===== config.mk =====
export PLATFORM = sky130hd
export DESIGN_NAME = ifetch_flat
export DESIGN_NICKNAME = d
export VERILOG_FILES = /design/src/rtl/ifetch_pkg.sv /design/src/rtl/ifetch_if.sv /design/src/rtl/ifetch.sv /design/src/flat_wrapper.sv
export SDC_FILE = /design/constraint.sdc
export NUM_CORES = 1
export LEC_CHECK = 0
export BUFFER_PORTS_ARGS = -buffer_cell sky130_fd_sc_hd__buf_4
export CAP_MARGIN = 5
export CORE_MARGIN = 2
export CORE_UTILIZATION = 35
export CTS_CLUSTER_DIAMETER = 40
export DETAILED_ROUTE_END_ITERATION = 8
export GPL_TIMING_DRIVEN = 1
export PLACE_DENSITY_LB_ADDON = 0.3
export SYNTH_ARGS = -nofsm -noshare
export SYNTH_HDL_FRONTEND = slang
export SYNTH_SLANG_ARGS = --single-unit

===== constraint.sdc =====
create_clock -name clk -period 1.52 [get_ports clk]
set_input_delay 0.456 -clock clk [delete_from_list [all_inputs] [get_ports clk]]
set_output_delay 0.456 -clock clk [all_outputs]
set_load 0.01 [all_outputs]

===== src/rtl/ifetch_pkg.sv =====
// Shared fetch-stage types: bus widths, FSM encoding and the IF/ID hand-off record.
package ifetch_pkg;

    typedef logic [31:0] u32;
    typedef logic [63:0] u64;

    typedef enum logic [1:0] {
        IDLE  = 2'd0,
        REQ   = 2'd1,
        HOLD  = 2'd2,
        DRAIN = 2'd3
    } ifetch_state_t;

    localparam u32 NOP_INSTR = 32'h0000_0013;

    typedef struct packed {
        logic valid;
        u64   pc;
        u32   instr;
        logic exc;
    } fetch_data_t;

endpackage


===== src/rtl/ifetch_if.sv =====
// Fetch-stage signal bundle: PC register, instruction bus and decode hand-off.
interface ifetch_if;
    import ifetch_pkg::*;

    u64   pc;
    logic pc_write;
    logic flush;
    logic ireq_valid;
    u64   ireq_addr;
    logic iresp_data_ok;
    u32   iresp_data;
    logic out_valid;
    logic out_ready;
    u64   out_pc;
    u32   out_instr;
    logic out_exc;

    modport master (
        input  pc, flush, iresp_data_ok, iresp_data, out_ready,
        output pc_write, ireq_valid, ireq_addr, out_valid, out_pc, out_instr, out_exc
    );

    modport slave (
        output pc, flush, iresp_data_ok, iresp_data, out_ready,
        input  pc_write, ireq_valid, ireq_addr, out_valid, out_pc, out_instr, out_exc
    );

endinterface


===== src/rtl/ifetch.sv =====
// Single-outstanding instruction fetch: sample PC, request, buffer the word for decode,
// and advance the PC only on decode accept. Redirect flush drops the current fetch.
module ifetch
    import ifetch_pkg::*;
(
    input logic     clk,
    input logic     reset,
    ifetch_if.master bus
);

    localparam logic [1:0] S_IDLE  = 2'd0;
    localparam logic [1:0] S_REQ   = 2'd1;
    localparam logic [1:0] S_HOLD  = 2'd2;
    localparam logic [1:0] S_DRAIN = 2'd3;

    logic [1:0]  state_q, state_d;
    u64          pc_q, pc_d;
    u32          instr_q, instr_d;
    logic        exc_q, exc_d;
    fetch_data_t fetch;

    always_comb begin
        state_d = state_q;
        pc_d    = pc_q;
        instr_d = instr_q;
        exc_d   = exc_q;
        case (state_q)
            S_IDLE: begin
                if (!bus.flush) begin
                    pc_d = bus.pc;
                    if (bus.pc[1:0] == 2'b00) begin
                        state_d = S_REQ;
                    end else begin
                        // Misaligned PC never reaches the bus; decode sees a NOP tagged as an exception.
                        instr_d = NOP_INSTR;
                        exc_d   = 1'b1;
                        state_d = S_HOLD;
                    end
                end
            end
            S_REQ: begin
                if (bus.iresp_data_ok) begin
                    if (bus.flush) begin
                        state_d = S_IDLE;
                    end else begin
                        instr_d = bus.iresp_data;
                        exc_d   = 1'b0;
                        state_d = S_HOLD;
                    end
                end else if (bus.flush) begin
                    state_d = S_DRAIN;
                end
            end
            S_DRAIN: begin
                // The request cannot be withdrawn; wait for its data and throw it away.
                if (bus.iresp_data_ok) state_d = S_IDLE;
            end
            S_HOLD: begin
                if (bus.flush || bus.out_ready) state_d = S_IDLE;
            end
            default: state_d = S_IDLE;
        endcase
    end

    always_ff @(posedge clk or negedge reset) begin
        if (!reset) begin
            state_q <= S_IDLE;
            pc_q    <= '0;
            instr_q <= '0;
            exc_q   <= 1'b0;
        end else begin
            state_q <= state_d;
            pc_q    <= pc_d;
            instr_q <= instr_d;
            exc_q   <= exc_d;
        end
    end

    assign fetch = '{valid: (state_q == S_HOLD), pc: pc_q, instr: instr_q, exc: exc_q};

    // The latched PC doubles as the bus address and the PC handed to decode.
    assign bus.ireq_valid = (state_q == S_REQ) || (state_q == S_DRAIN);
    assign bus.ireq_addr  = pc_q;
    assign bus.out_valid  = fetch.valid;
    assign bus.out_pc     = fetch.pc;
    assign bus.out_instr  = fetch.instr;
    assign bus.out_exc    = fetch.exc;
    assign bus.pc_write   = fetch.valid && bus.out_ready && !bus.flush;

endmodule


===== src/flat_wrapper.sv =====
// flat-port wrapper written by rule: the top's interface ports become plain ports
module ifetch_flat import ifetch_pkg::*;
  (clk, reset, bus_pc, bus_flush, bus_iresp_data_ok, bus_iresp_data, bus_out_ready, bus_pc_write, bus_ireq_valid, bus_ireq_addr, bus_out_valid, bus_out_pc, bus_out_instr, bus_out_exc);
  ifetch_if bus_i ();
  input logic clk;
  input logic reset;
  input wire logic [$bits(bus_i.pc)-1:0] bus_pc;
  input wire logic [$bits(bus_i.flush)-1:0] bus_flush;
  input wire logic [$bits(bus_i.iresp_data_ok)-1:0] bus_iresp_data_ok;
  input wire logic [$bits(bus_i.iresp_data)-1:0] bus_iresp_data;
  input wire logic [$bits(bus_i.out_ready)-1:0] bus_out_ready;
  output wire logic [$bits(bus_i.pc_write)-1:0] bus_pc_write;
  output wire logic [$bits(bus_i.ireq_valid)-1:0] bus_ireq_valid;
  output wire logic [$bits(bus_i.ireq_addr)-1:0] bus_ireq_addr;
  output wire logic [$bits(bus_i.out_valid)-1:0] bus_out_valid;
  output wire logic [$bits(bus_i.out_pc)-1:0] bus_out_pc;
  output wire logic [$bits(bus_i.out_instr)-1:0] bus_out_instr;
  output wire logic [$bits(bus_i.out_exc)-1:0] bus_out_exc;
  assign bus_i.pc = bus_pc;
  assign bus_i.flush = bus_flush;
  assign bus_i.iresp_data_ok = bus_iresp_data_ok;
  assign bus_i.iresp_data = bus_iresp_data;
  assign bus_i.out_ready = bus_out_ready;
  assign bus_pc_write = bus_i.pc_write;
  assign bus_ireq_valid = bus_i.ireq_valid;
  assign bus_ireq_addr = bus_i.ireq_addr;
  assign bus_out_valid = bus_i.out_valid;
  assign bus_out_pc = bus_i.out_pc;
  assign bus_out_instr = bus_i.out_instr;
  assign bus_out_exc = bus_i.out_exc;
  ifetch u_core (.clk(clk), .reset(reset), .bus(bus_i));
endmodule

==> impl_metrics.py <==
metrics = {
    "timing": {
        "timing.fmax_mhz": 612,
        "worst_pin_slew_ps": 553,
        "min_period_ps": 1630,
        "hold_violations": 0,
        "finalWorstSetupSlack_ps": -114,
        "slew_viol_final": 0,
        "setup_viol": 85,
        "fin_skew_ps": 6.27,
        "finalCritPeriodShare_pct": 108,
        "rsz0062_at_grt": "true",
        "slew_headroom_pct": 63.1,
    },
    "logic_synthesis": {
        "synth_top_family_by_area": "multiplexers",
        "synthSimpleGateAreaFrac_pct": 1.99,
        "ys_types": 23,
        "synth-xor-area-share_pct": 0,
        "yosys_warnings": 0,
        "synth_compound_area_share_pct": 7.30,
        "synth.cell_area_mm2": 0.00422,
        "synth_seq_cells": 99,
        "syn_inst": 292,
        "synth_seq_area_share_pct": 58.7,
        "synthAdderAreaFrac_pct": 0,
        "avgSynthCellArea_um2": 14.4,
        "syn_nets": 393,
        "synth_mux_area_share_pct": 17.9,
    },
    "final_layout": {
        "diodes": 0,
        "final-seq-area_mm2": 0.00248,
        "fin_nets": 634,
        "syn_to_final_growth_pct": 64.5,
        "multiInputGateArea_mm2": 0.00138,
        "final_util_pct": 58.5,
        "fillCellCount": 1000,
        "layout_commonest_cell": "buf_4",
        "drive_above_1_share_pct": 74.3,
        "layout_common_cells": "buf_4, dfrtp_1, mux2_4",
    },
    "cts": {
        "clk_pin_slew_ps": 70,
        "cts_sinks": 99,
        "cts_tree": "yes",
        "root_buffer": "clkbuf_16",
        "cts_buffers": 9,
        "hold_buffers": 0,
        "cts_buffer_depth": 2,
        "htree_levels": 3,
        "clock_latency_ps": 340,
    },
    "power": {
        "switching_share_pct": 30.3,
        "p_int_mw": 6.62,
        "power_frac_seq_pct": 38.2,
        "p_sw_mw": 2.88,
        "leakage_nw": 3.56,
        "p_clk_share_pct": 22.8,
        "p_comb_share_pct": 39.0,
        "power_density_mw_per_mm2": 1370,
        "ir_drop_uv": 524,
    },
    "floorplanning": {
        "core-area_mm2": 0.0119,
        "die_width_um": 114,
        "core.rowCount": 40,
        "initial_utilization_pct": 35.6,
        "io_pins": 265,
        "die_h_um": 114,
        "dieArea_mm2": 0.0129,
    },
    "grt": {
        "grt_pass1_wl_um": 16300,
        "grt_max_degree": 100,
        "grt_use_total_pct": 16.3,
        "grt_overflow": 0,
        "grt_pass1_vias": 3120,
        "antenna_found_initial": 0,
    },
    "critical_path": {
        "critPathSlowestCell": "dfrtp_2",
        "path_buf_inv": 1,
        "critPathMaxStageDelay_ps": 450,
        "crit_chain": "nor2b_4 > and3b_1 > buf_6",
        "critical_path_required_ps": 1060,
        "path_class": "flop to output port",
        "cp.arrival_ps": 1180,
        "path_max_fanout": 4,
        "end_kind": "output port",
        "crit_path_start_kind": "flop",
        "cp_top_family": "flip-flops",
    },
    "route": {
        "wl_um": 12000,
        "drc": 0,
        "via_per_inst": 4.69,
        "drtPass1Iterations": 4,
        "drtAntennaViolNets": 0,
        "drtIter0Drc": 101,
        "wl_per_cell_um": 17.6,
        "vias": 3214,
    },
    "place": {
        "hpwl_um": 7850,
        "preCtsSetupSlack_ps": -102,
        "port_buffers": 264,
        "gp_congestion": 0.747,
    },
    "flow_run": {
        "max_cap_violations": 0,
    },
    "min_path": {
        "min_path_type": "input pin to asynchronous set/reset pin",
    },
    "run_status": {
        "violations": "negative setup slack",
        "status": "complete, but fails checks",
    },
}
==> timing repair <==
action	4_1_cts	5_1_grt
gates cloned	3	10
buffers inserted	9	13
gates resized for setup	12	69
endpoints found under the setup margin	41	96
pin swaps	2	31
==> kinds of logic after synthesis <==
group / count (synthesis)
flops: 99
simple gates: 12
mux: 67
buf+inv: 78
compound gates: 36
==> metal layers <==
| layer | part of all wire, % | track usage, % |
|---|---|---|
| met5 | 0 | 0 |
| met3 | 7.3 | 3.61 |
| met1 | 39 | 18.6 |
| met4 | 1.8 | 5.85 |
| met2 | 52 | 29.8 |
==> cell type report <==
cell class | instances | share of cell area (%)
clock buffer | 9 | 3.25
clock inverter | 7 | 0.848
multi-input combinational | 115 | 19.9
sequential | 99 | 35.7
tap | 147 | 2.65
timing repair buffer | 308 | 37.6
==> worst paths after layout <==
check / to / cells past startpoint / from / slack (ps)
min: u_core.bus.ireq_addr[19] / 2 / reset / 140
max: bus_pc_write / 3 / u_core.state_q[0] / -110
max reg2reg: u_core.bus.ireq_addr[5] / 5 / u_core.state_q[0] / -90
min in group clk: u_core.bus.out_instr[6] / 2 / bus_iresp_data[6] / 330
max in group asynchronous: u_core.bus.ireq_addr[54] / 2 / reset / 930
min reg2reg: u_core.bus.out_instr[27] / 1 / u_core.bus.out_instr[27] / 510
==> cells in the mapped netlist <==
cell | n | share of area (%)
dfrtp_1 | 99 | 59
buf_4 | 67 | 12
mux2_2 | 56 | 15
a22o_1 | 29 | 6.0
mux2_1 | 11 | 2.9
buf_6 | 6 | 1.6
buf_2 | 4 | 0.47
nand2b_1 | 4 | 0.59
a21oi_1 | 2 | 0.24
and3_1 | 1 | 0.15
and3b_1 | 1 | 0.21
clkbuf_1 | 1 | 0.089
nand2_1 | 1 | 0.089
nand3_1 | 1 | 0.12
nor2_2 | 1 | 0.15
nor2b_1 | 1 | 0.15
nor3_4 | 1 | 0.39
o211ai_2 | 1 | 0.30
o21ai_0 | 1 | 0.12
o221ai_1 | 1 | 0.21
o2bb2ai_1 | 1 | 0.21
o41ai_1 | 1 | 0.21
or2_2 | 1 | 0.15
==> metrics by stage <==
stage / instances / hold slack, ps / power, mW / setup TNS (ps) / cell area [um2]
final: 685 / 136 / 9.50 / -3300 / 6940
after floorplan: 292 / 160 / 5.39 / -231 / 4240
after detailed placement: 636 / 493 / 6.77 / -5550 / 5940
after global routing: 685 / 208 / 9.98 / -11140 / 6940
after global placement: 636 / 489 / 6.71 / -3980 / 5940
after CTS: 664 / 191 / 9.11 / -2510 / 6410
==> flip-flops by register name (all words and copies together) (netlist names) <==
register,count
u_core.bus.ireq_addr,64
u_core.bus.out_instr,32
u_core.state_q,2
u_core.bus.out_exc,1
==> power by group through the flow <==
| stage | logic, mW | clock network (mW) | registers, mW |
|---|---|---|---|
| after floorplan | 1.58 | 0 | 3.81 |
| after global placement | 3.07 | 0 | 3.64 |
| after detailed placement | 3.11 | 0 | 3.67 |
| after CTS | 3.26 | 2.23 | 3.61 |
| after global routing | 3.92 | 2.36 | 3.71 |
| final | 3.71 | 2.17 | 3.63 |
No activity file was read; power rests on OpenSTA's default activity.
